--- config.mk ---
export PLATFORM = sky130hd
export DESIGN_NAME = rope_collision_controller
export DESIGN_NICKNAME = d
export VERILOG_FILES = /design/src/rtl/rope_collision_controller_pkg.sv /design/src/rtl/rope_edge_tracker.sv /design/src/rtl/rope_collision_controller.sv
export SDC_FILE = /design/constraint.sdc
export NUM_CORES = 1
export LEC_CHECK = 0
export ABC_AREA = 1
export CAP_MARGIN = 20
export CELL_PAD_IN_SITES_DETAIL_PLACEMENT = 1
export CELL_PAD_IN_SITES_GLOBAL_PLACEMENT = 2
export CORE_MARGIN = 3
export CORE_UTILIZATION = 20
export DETAILED_ROUTE_END_ITERATION = 12
export PLACE_DENSITY = 0.83
export SLEW_MARGIN = 5
export SYNTH_ARGS = -nofsm -noshare
export SYNTH_HDL_FRONTEND = slang
export SYNTH_SLANG_ARGS = --single-unit
--- constraint.sdc ---
create_clock -name clk -period 2.9 [get_ports clk]
set_input_delay 0.29 -clock clk [delete_from_list [all_inputs] [get_ports clk]]
set_output_delay 0.29 -clock clk [all_outputs]
set_load 0.05 [all_outputs]
--- src/rtl/rope_collision_controller_pkg.sv ---
// Shared types and constants for the rope collision controller.
// Holds the grab FSM states, the default rope count and the screen edge limits.
package rope_collision_controller_pkg;

    typedef enum logic [1:0] {
        FREE     = 2'd0,
        HOLDING  = 2'd1,
        COOLDOWN = 2'd2
    } rope_state_e;

    localparam int          ROPES_DEFAULT       = 6;
    localparam logic [10:0] LEFT_LIMIT_DEFAULT  = 11'd8;
    localparam logic [10:0] RIGHT_LIMIT_DEFAULT = 11'd631;

    // Bits needed to hold a frame counter that counts down from max_val.
    function automatic int cnt_width(input int max_val);
        return (max_val < 2) ? 1 : $clog2(max_val + 1);
    endfunction

endpackage

--- src/rtl/rope_edge_tracker.sv ---
// Per-rope screen-edge tracker: accumulates edge hits over a frame and emits a
// one-cycle direction toggle after the frame boundary, then holds off for a few frames.
module rope_edge_tracker
    import rope_collision_controller_pkg::*;
#(
    parameter int TOGGLE_HOLDOFF = 3
) (
    input  logic clk_i,
    input  logic reset_i,
    input  logic sof_i,
    input  logic edge_i,
    output logic toggle_o
);

    localparam int HW = cnt_width(TOGGLE_HOLDOFF);

    logic          edge_acc_q, edge_acc_d;
    logic [HW-1:0] holdoff_q, holdoff_d;
    logic          toggle_q, toggle_d;

    // The accumulator value at the boundary is the frame's latched edge result;
    // an edge in the boundary cycle itself starts the new frame.
    always_comb begin
        edge_acc_d = edge_acc_q | edge_i;
        holdoff_d  = holdoff_q;
        toggle_d   = 1'b0;
        if (sof_i) begin
            edge_acc_d = edge_i;
            if (holdoff_q != '0) begin
                holdoff_d = holdoff_q - HW'(1);
            end else if (edge_acc_q) begin
                toggle_d  = 1'b1;
                holdoff_d = HW'(TOGGLE_HOLDOFF);
            end
        end
    end

    always_ff @(posedge clk_i) begin
        if (reset_i) begin
            edge_acc_q <= 1'b0;
            holdoff_q  <= '0;
            toggle_q   <= 1'b0;
        end else begin
            edge_acc_q <= edge_acc_d;
            holdoff_q  <= holdoff_d;
            toggle_q   <= toggle_d;
        end
    end

    assign toggle_o = toggle_q;

endmodule

--- src/rtl/rope_collision_controller.sv ---
// Monkey/rope collision controller: accumulates per-frame overlaps, runs the
// FREE/HOLDING/COOLDOWN grab FSM at each frame boundary and drives rope direction toggles.
module rope_collision_controller
    import rope_collision_controller_pkg::*;
#(
    parameter int          ROPES           = ROPES_DEFAULT,
    parameter logic [10:0] LEFT_LIMIT      = LEFT_LIMIT_DEFAULT,
    parameter logic [10:0] RIGHT_LIMIT     = RIGHT_LIMIT_DEFAULT,
    parameter int          TOGGLE_HOLDOFF  = 3,
    parameter int          COOLDOWN_FRAMES = 8
) (
    input  logic                  clk,
    input  logic                  reset,
    input  logic                  startOfFrame,
    input  logic [10:0]           pixelX,
    input  logic [10:0]           pixelY,
    input  logic [ROPES-1:0]      ropeDR,
    input  logic                  monkeyDR,
    input  logic [ROPES-1:0][31:0] SIGNED_SPEEDS,
    input  logic                  jumpReq,
    output logic [ROPES-1:0]      dirToggle,
    output logic [ROPES-1:0]      monkeyCollision,
    output logic                  grabbing,
    output logic [2:0]            grabbedIdx,
    output logic [31:0]           monkeySpeed,
    output rope_state_e           dbg_state
);

    localparam int CW = cnt_width(COOLDOWN_FRAMES);

    logic unused_pixel_y;
    assign unused_pixel_y = ^pixelY;

    logic at_edge;
    assign at_edge = (pixelX <= LEFT_LIMIT) || (pixelX >= RIGHT_LIMIT);

    for (genvar g = 0; g < ROPES; g++) begin : g_edge
        rope_edge_tracker #(
            .TOGGLE_HOLDOFF(TOGGLE_HOLDOFF)
        ) u_edge (
            .clk_i   (clk),
            .reset_i (reset),
            .sof_i   (startOfFrame),
            .edge_i  (ropeDR[g] & at_edge),
            .toggle_o(dirToggle[g])
        );
    end

    rope_state_e      state_q, state_d;
    logic [ROPES-1:0] hit_now;
    logic [ROPES-1:0] hit_acc_q, hit_acc_d;
    logic [2:0]       idx_q, idx_d;
    logic             miss_q, miss_d;
    logic [CW-1:0]    cool_q, cool_d;
    logic [ROPES-1:0] coll_q, coll_d;
    logic             grab_q, grab_d;
    logic [31:0]      speed_q, speed_d;
    logic [2:0]       low_idx;
    logic             held_hit;

    assign hit_now = ropeDR & {ROPES{monkeyDR}};

    always_comb begin
        low_idx  = '0;
        held_hit = 1'b0;
        for (int i = ROPES - 1; i >= 0; i--) begin
            if (hit_acc_q[i]) low_idx = 3'(i);
        end
        for (int i = 0; i < ROPES; i++) begin
            if (idx_q == 3'(i)) held_hit = hit_acc_q[i];
        end
    end

    // The FSM steps only on the boundary cycle, consuming the just-ended frame's hits.
    always_comb begin
        state_d   = state_q;
        idx_d     = idx_q;
        miss_d    = miss_q;
        cool_d    = cool_q;
        coll_d    = coll_q;
        grab_d    = grab_q;
        speed_d   = speed_q;
        hit_acc_d = hit_acc_q | hit_now;
        if (startOfFrame) begin
            hit_acc_d = hit_now;
            case (state_q)
                FREE: begin
                    if (|hit_acc_q) begin
                        state_d = HOLDING;
                        idx_d   = low_idx;
                        miss_d  = 1'b0;
                    end
                end
                HOLDING: begin
                    if (jumpReq || (!held_hit && miss_q)) begin
                        state_d = COOLDOWN;
                        cool_d  = CW'(COOLDOWN_FRAMES);
                        miss_d  = 1'b0;
                    end else begin
                        miss_d = !held_hit;
                    end
                end
                COOLDOWN: begin
                    if (cool_q <= CW'(1)) begin
                        state_d = FREE;
                        cool_d  = '0;
                    end else begin
                        cool_d = cool_q - CW'(1);
                    end
                end
                default: state_d = FREE;
            endcase
            grab_d  = (state_d == HOLDING);
            coll_d  = '0;
            speed_d = '0;
            if (state_d == HOLDING) begin
                for (int i = 0; i < ROPES; i++) begin
                    if (idx_d == 3'(i)) begin
                        coll_d[i] = 1'b1;
                        speed_d   = SIGNED_SPEEDS[i];
                    end
                end
            end
        end
    end

    always_ff @(posedge clk) begin
        if (reset) begin
            state_q   <= FREE;
            hit_acc_q <= '0;
            idx_q     <= '0;
            miss_q    <= 1'b0;
            cool_q    <= '0;
            coll_q    <= '0;
            grab_q    <= 1'b0;
            speed_q   <= '0;
        end else begin
            state_q   <= state_d;
            hit_acc_q <= hit_acc_d;
            idx_q     <= idx_d;
            miss_q    <= miss_d;
            cool_q    <= cool_d;
            coll_q    <= coll_d;
            grab_q    <= grab_d;
            speed_q   <= speed_d;
        end
    end

    assign monkeyCollision = coll_q;
    assign grabbing        = grab_q;
    assign grabbedIdx      = idx_q;
    assign monkeySpeed     = speed_q;
    assign dbg_state       = state_q;

endmodule

==> key figures, run 1 <==
Run status
  – Status: complete, no violations

Die
  – Chip width: 168 um
  – Site Rows: 58
  – Total die area: 0.02822 sq mm
  – I/O pins: 275
  – Starting density of the core: 0.2061
  – Die Y: 168 um
  – Core ar.: 0.02547 sq mm

Global routing
  – Vias in the first global route: 6698
  – Total GRT Usage: 0.1704
  – First-pass GRT wire length: 37960 um
  – Total gr overflow: 0
  – Largest net degree at the start of global routing: 65
  – Initial antenna violation count: 2

STA
  – Count of final max-slew check failures: 0
  – Max transition margin: 0.5169
  – RSZ-0062 raised after global routing: no
  – Final setup violation count: 0
  – Setup_tns: 0 ns
  – Final-report hold violation count: 0
  – Slew @ Worst Pin: 0.7246 ns
  – F_max: 0.3935 GHz
  – Fin worst setup slack: 0.3590 ns
  – Fin crit period: 2.541 ns
  – Final clock period utilization by the worst path: 0.8762
  – Worst clock skew: 0.009053 ns

Critical path
  – CP max stage delay: 0.45 ns
  – Reg2reg path depth: 16
  – Most frequent cell on the critical path: nand2_1
  – CP Max Fanout: 41
  – Crit path required time: 3.10 ns
  – Setup crit end kind: flop
  – Worst-path cell chain: nor2_1 > nand2_1 > nand2_2 > nand2_2 > inv_2 > nand2_1 > nand2_2 > buf_4 > nor2_4 > buf_4 > nand3_1 > nand3_1 > nand2_1 > nand2_1 > nand2_1 > a21oi_1
  – Slowest CP cell: buf_4
  – CP startpoint kind: flop
  – CP Class: flop to flop
  – Critical Path AT: 2.74 ns

CTS
  – Insertion delay to the later sink of the worst-skew pair: 0.34 ns
  – Root buffer cell: clkbuf_16
  – Clock-pin slew on the worst setup and hold paths: 0.07 ns
  – Post-CTS Setup Bufs: 0
  – Max Root-Sink Buffers: 2
  – Clock sink count: 79
  – Total CTS buffers: 9
  – Hold-fix buffers, CTS: 0
  – TritonCTS clock tree: yes
  – H-tree depth: 3

Layout
  – Final net count: 1346
  – Layout cells sized above 1: 0.04830
  – Layout area overhead: 60.98%
  – Fillers: 3214

Drt
  – Final WL: 24850 um
  – Routed len/inst: 17.15 um
  – DRC: 0
  – Antenna Nets Post-Route: 0
  – Drt initial violations: 305
  – Vias per cell: 4.511
  – Vias: 6536
  – Pre-antenna DRT Iters: 4

Yosys
  – Yosys warns: 0
  – Sequential fraction of the synthesis area: 0.3013
  – Distinct cells, synth: 31
  – Synthesis-stage register bit count: 79
  – Mean Syn Cell Area: 5.958 sq um
  – Synth Net Count: 1114
  – Synthesized cell area: 0.005249 sq mm
  – Gate Count Post-Synth: 881

Placement
  – HPWL after DPL: 18440 um
  – IO buf count: 263
  – Pre-CTS WS: 0.2813 ns
  – Routability cong.: 0.7708

Worst hold path
  – Worst hold path class: flop to flop
  – Hold depth: 2

Pwr
  – Leakage power: 3.674 nW
  – PD cells: 508.8 mW/mm^2
  – Worst vdd ir: 0.0002537 V

Job
  – Max-Cap Viols: 0
## worst max-delay path: cells and delay by family, from the launching register on
kind            cells  cell delay, ns
simple gates       12            1.20
buf+inv             3            0.81
flops               1            0.33
compound gates      1            0.06
## cell type report
type | instances | area (sq um) | share of cell area
clock inverters | 7 | 87.58 | 0.01037
multi-input cells | 665 | 3089 | 0.3656
well taps | 330 | 412.9 | 0.04887
flip-flops and latches | 79 | 1582 | 0.1872
clock buffers | 9 | 225.2 | 0.02665
repair buffers | 278 | 2748 | 0.3252
inverters | 80 | 302.8 | 0.03584
diodes | 1 | 2.502 | 0.0002962
## routing by layer
layer  global-route usage  part of all wire  routed length, um  vias up
li1                     -                 -                  -     3313
met1               0.2067              0.43              10790     3032
met2               0.3028              0.48              12040      166
met3              0.04179             0.064               1595       23
met4              0.04162             0.017                412        2
met5                    0           0.00040                 10        -
## cell usage after synthesis
cell | instances | area (sq um)
buf_4 | 10 | 75.07
nand3_1 | 72 | 360.4
nor2_1 | 123 | 461.7
or2_0 | 7 | 43.79
inv_1 | 77 | 289.0
buf_2 | 28 | 140.1
nor2_8 | 1 | 20.02
clkbuf_1 | 17 | 63.81
a31oi_1 | 9 | 56.30
nand3b_1 | 1 | 7.510
ha_1 | 8 | 100.1
or2_2 | 1 | 6.260
nor2_4 | 2 | 22.52
or3_1 | 1 | 6.260
a21oi_1 | 97 | 485.5
a31o_2 | 1 | 8.760
nor3_1 | 4 | 20.02
o31ai_1 | 1 | 7.510
o21ai_0 | 38 | 190.2
nand4_1 | 35 | 219.0
inv_2 | 2 | 7.510
nand2_2 | 6 | 37.54
nand2_1 | 250 | 938.4
nor3_4 | 1 | 16.27
o311ai_0 | 1 | 8.760
nand2_4 | 4 | 45.04
nor3_2 | 1 | 10.01
buf_1 | 2 | 7.510
nor2_2 | 1 | 6.260
inv_4 | 1 | 6.260
dfxtp_1 | 79 | 1582
## cells by family (layout without fill, tap and decap cells)
| family | after synthesis | after routing | synth area share |
|---|---|---|---|
| AND/OR/NAND/NOR | 510 | 510 | 0.4231 |
| flip-flops | 79 | 79 | 0.3013 |
| buffers and inverters | 137 | 374 | 0.1123 |
| other | 0 | 1 | 0 |
| AO/OA/AOI/OAI | 147 | 147 | 0.1442 |
| adder cells (fa/ha/maj) | 8 | 8 | 0.01907 |
## through the flow
step / total power, mW / cells / hold slack, ns / instance area [sq um] / util
4_1_cts: 4.374 / 1447 / 0.4668 / 8427 / 0.3308
2_1_floorplan: 2.352 / 881 / 0.4305 / 5249 / -
5_1_grt: 4.621 / 1449 / 0.4774 / 8449 / 0.3317
3_5_place_dp: 3.112 / 1431 / 0.4577 / 8114 / 0.3185
6_report: 4.299 / 1449 / 0.4573 / 8449 / 0.3317
3_3_place_gp: 3.087 / 1431 / 0.4448 / 8114 / 0.3185
## state kept, by name (all words and copies together), names as in the netlist
signal	flops
monkeySpeed	32
g_edge.u_edge.holdoff_q	12
g_edge.u_edge.edge_acc_q	6
g_edge.u_edge.toggle_o	6
hit_acc_q	6
monkeyCollision	6
cool_q	4
grabbedIdx	3
dbg_state	2
grabbing	1
miss_q	1
## repair_timing
item / CTS / global route
endpoints found under the hold margin: 0 / 0
resized for setup: 0 / 1
setup endpoints to repair: 0 / 2
## where the power goes
part | internal [mW] | switching [mW] | leakage, nW
clock | 0.690 | 0.533 | 0.154
sequential | 1.18 | 0.0590 | 0.646
combinational | 0.708 | 1.13 | 2.87
## cell usage in the layout, fill, tap and decap left out, drive strengths merged
master | synthesis | routed
bufinv | 0 | 1
clkbuf | 17 | 9
nand3 | 72 | 72
clkdlybuf4s50 | 0 | 262
o311ai | 1 | 1
diode | 0 | 1
nor3 | 6 | 6
or2 | 8 | 8
nand4 | 35 | 35
nand2 | 260 | 260
o21ai | 38 | 38
a31oi | 9 | 9
a31o | 1 | 1
inv | 80 | 84
nor2 | 127 | 127
a21oi | 97 | 97
buf | 40 | 16
ha | 8 | 8
nand3b | 1 | 1
dfxtp | 79 | 79
or3 | 1 | 1
clkinv | 0 | 2
o31ai | 1 | 1
## worst paths after layout
path	start	to	slack, ns
worst max register to register	hit_acc_q[2]$_SDFF_PP0_	monkeySpeed[31]$_SDFFE_PP0P_	0.36
worst max-delay path	hit_acc_q[2]$_SDFF_PP0_	monkeySpeed[31]$_SDFFE_PP0P_	0.36
worst min-delay path	g_edge[4].u_edge.edge_acc_q$_SDFF_PP0_	g_edge[4].u_edge.toggle_o$_SDFF_PP0_	0.46
worst min register to register	g_edge[4].u_edge.edge_acc_q$_SDFF_PP0_	g_edge[4].u_edge.toggle_o$_SDFF_PP0_	0.46
Note: power is estimated with default switching activity, not from simulation.
==> inputs of run 2 (changes only) <==
Settings changed: SLEW_MARGIN 5 to unset.
==> run 2 against run 1 <==
Against the previous run: global-route usage stayed put; first-iteration DRC count shrank 0.66%; clock power about the same; register-to-register slack about the same; hold slack worse by 0.00055 ns; non-clock buffer count unchanged; sequential power hardly changed; combinational power is essentially flat; wire length grew 0.56%; cell count did not move; fmax decreased by 0.23%; critical endpoint unchanged.
==> key figures, run 2 (same netlist as run 1, synthesis figures left out) <==
CTS
  – TritonCTS clock tree: yes
  – Insertion delay to the later sink of the worst-skew pair: 0.34 ns
  – Total CTS buffers: 9
  – H-tree depth: 3
  – Max Root-Sink Buffers: 2
  – Clock-pin slew on the worst setup and hold paths: 0.07 ns
  – Post-CTS Setup Bufs: 0
  – Clock sink count: 79
  – Root buffer cell: clkbuf_16

Global routing
  – First-pass GRT wire length: 37960 um
  – Total gr overflow: 0
  – Vias in the first global route: 6698
  – Total GRT Usage: 0.1704
  – Largest net degree at the start of global routing: 65
  – Initial antenna violation count: 2

Layout
  – Layout area overhead: 61.17%
  – Final net count: 1346
  – Layout cells sized above 1: 0.04830
  – Commonest non-fill, non-tap cell in the layout: clkdlybuf4s50_1
  – Most frequent cells in the layout: clkdlybuf4s50_1 (262), nand2_1 (250), nor2_1 (123), a21oi_1 (97), dfxtp_1 (79)
  – Final Util: 0.3321
  – Number of flip-flops in the largest register: 32

STA
  – Max transition margin: 0.5093
  – Fin crit period: 2.547 ns
  – Setup_tns: 0 ns
  – Final setup violation count: 0
  – Slew @ Worst Pin: 0.7361 ns
  – Worst clock skew: 0.009734 ns
  – Final clock period utilization by the worst path: 0.8782
  – Count of final max-slew check failures: 0
  – Final-report hold violation count: 0
  – F_max: 0.3926 GHz
  – RSZ-0062 raised after global routing: no
  – Fin worst setup slack: 0.3531 ns
  – Min Hold Slack: 0.4567 ns

Die
  – Die Y: 168 um
  – Site Rows: 58
  – Starting density of the core: 0.2061
  – Total die area: 0.02822 sq mm
  – Core ar.: 0.02547 sq mm
  – Chip width: 168 um
  – I/O pins: 275

Critical path
  – Delay-heaviest family, CP: simple AND/OR/NAND/NOR gates
  – CP startpoint kind: flop
  – Setup crit end kind: flop
  – CP Class: flop to flop
  – Worst Path Buf+Inv: 3
  – Worst R2R Start: hit_acc_q[2]$_SDFF_PP0_
  – Worst reg2reg setup slack: 0.35 ns
  – Critical path startpoint: hit_acc_q[2]$_SDFF_PP0_
  – Slowest CP cell: buf_4
  – Worst-path cell chain: nor2_1 > nand2_1 > nand2_2 > nand2_2 > inv_2 > nand2_1 > nand2_2 > buf_4 > nor2_4 > buf_4 > nand3_1 > nand3_1 > nand2_1 > nand2_1 > nand2_1 > a21oi_1
  – Critical Path AT: 2.74 ns
  – Most frequent cell on the critical path: nand2_1
  – CP max stage delay: 0.45 ns
  – CP Max Fanout: 41
  – Crit path required time: 3.10 ns

Placement
  – Routability cong.: 0.7708
  – HPWL after DPL: 18440 um
  – IO buf count: 263
  – Pre-CTS WS: 0.2813 ns

Pwr
  – Leakage power: 3.677 nW
  – PD cells: 509.6 mW/mm^2
  – Tot Pwr: 4.311 mW
  – Worst vdd ir: 0.0002526 V

Run status
  – Status: complete, no violations

Worst hold path
  – Hold_sp: g_edge[4].u_edge.edge_acc_q$_SDFF_PP0_
  – Worst hold path class: flop to flop

Drt
  – Final WL: 24990 um
  – Routed len/inst: 17.25 um
  – Vias: 6519
  – Pre-antenna DRT Iters: 4
  – Drt initial violations: 303
  – DRC: 0
  – Vias per cell: 4.499
  – Antenna Nets Post-Route: 0

Job
  – Max-Cap Viols: 0
-- run 2: timing repair --
item                                   CTS  global route
hold buffers                             0             0
gates resized for setup                  0             1
endpoints found under the hold margin    0             0
setup endpoints to repair                0             2
-- run 2: metal layers --
metal,GRT usage,share of wire,up-vias
met3,0.04179,0.065,23
met5,0,0.00040,-
met1,0.2067,0.43,3013
met2,0.3028,0.48,169
met4,0.04162,0.016,2
li1,-,-,3312
-- run 2: final cells by class --
class	count	area, sq um
antenna	1	2.502
clock inverter	7	87.58
clock buffer	9	225.2
sequential	79	1582
timing repair buffer	278	2758
multi-input combinational	665	3089
tap	330	412.9
fill	3213	17010
inverter	80	302.8
-- run 2: path summary, 6_finish.rpt --
kind / to / depth (start not counted)
hold reg to reg: g_edge[4].u_edge.toggle_o$_SDFF_PP0_ / 2
hold / removal: g_edge[4].u_edge.toggle_o$_SDFF_PP0_ / 2
setup / recovery: monkeySpeed[31]$_SDFFE_PP0P_ / 16
setup reg to reg: monkeySpeed[31]$_SDFFE_PP0P_ / 16
-- run 2: through the flow --
stage / instances / area, sq um
detailed placement: 1431 / 8114
floorplan: 881 / 5249
global placement: 1431 / 8114
global route: 1449 / 8459
CTS: 1447 / 8427
finish: 1449 / 8459
-- run 2: report_power, final --
group | internal [mW] | switching [mW] | total [mW]
clock network | 0.690 | 0.541 | 1.23
registers | 1.18 | 0.0589 | 1.24
logic | 0.711 | 1.13 | 1.84
total | 2.58 | 1.73 | 4.31
-- run 2: tightest hold or removal path: stages, from the launching register on --
cell and delay (ns):
dfxtp_1 0.32, nand2_1 0.06, nor2_1 0.04
==> inputs of run 3 (changes only) <==
Settings changed: CTS_CLUSTER_DIAMETER set to 100.
==> results of run 3 <==
No change in the layout: final DEF, timing and power equal those of run 2.
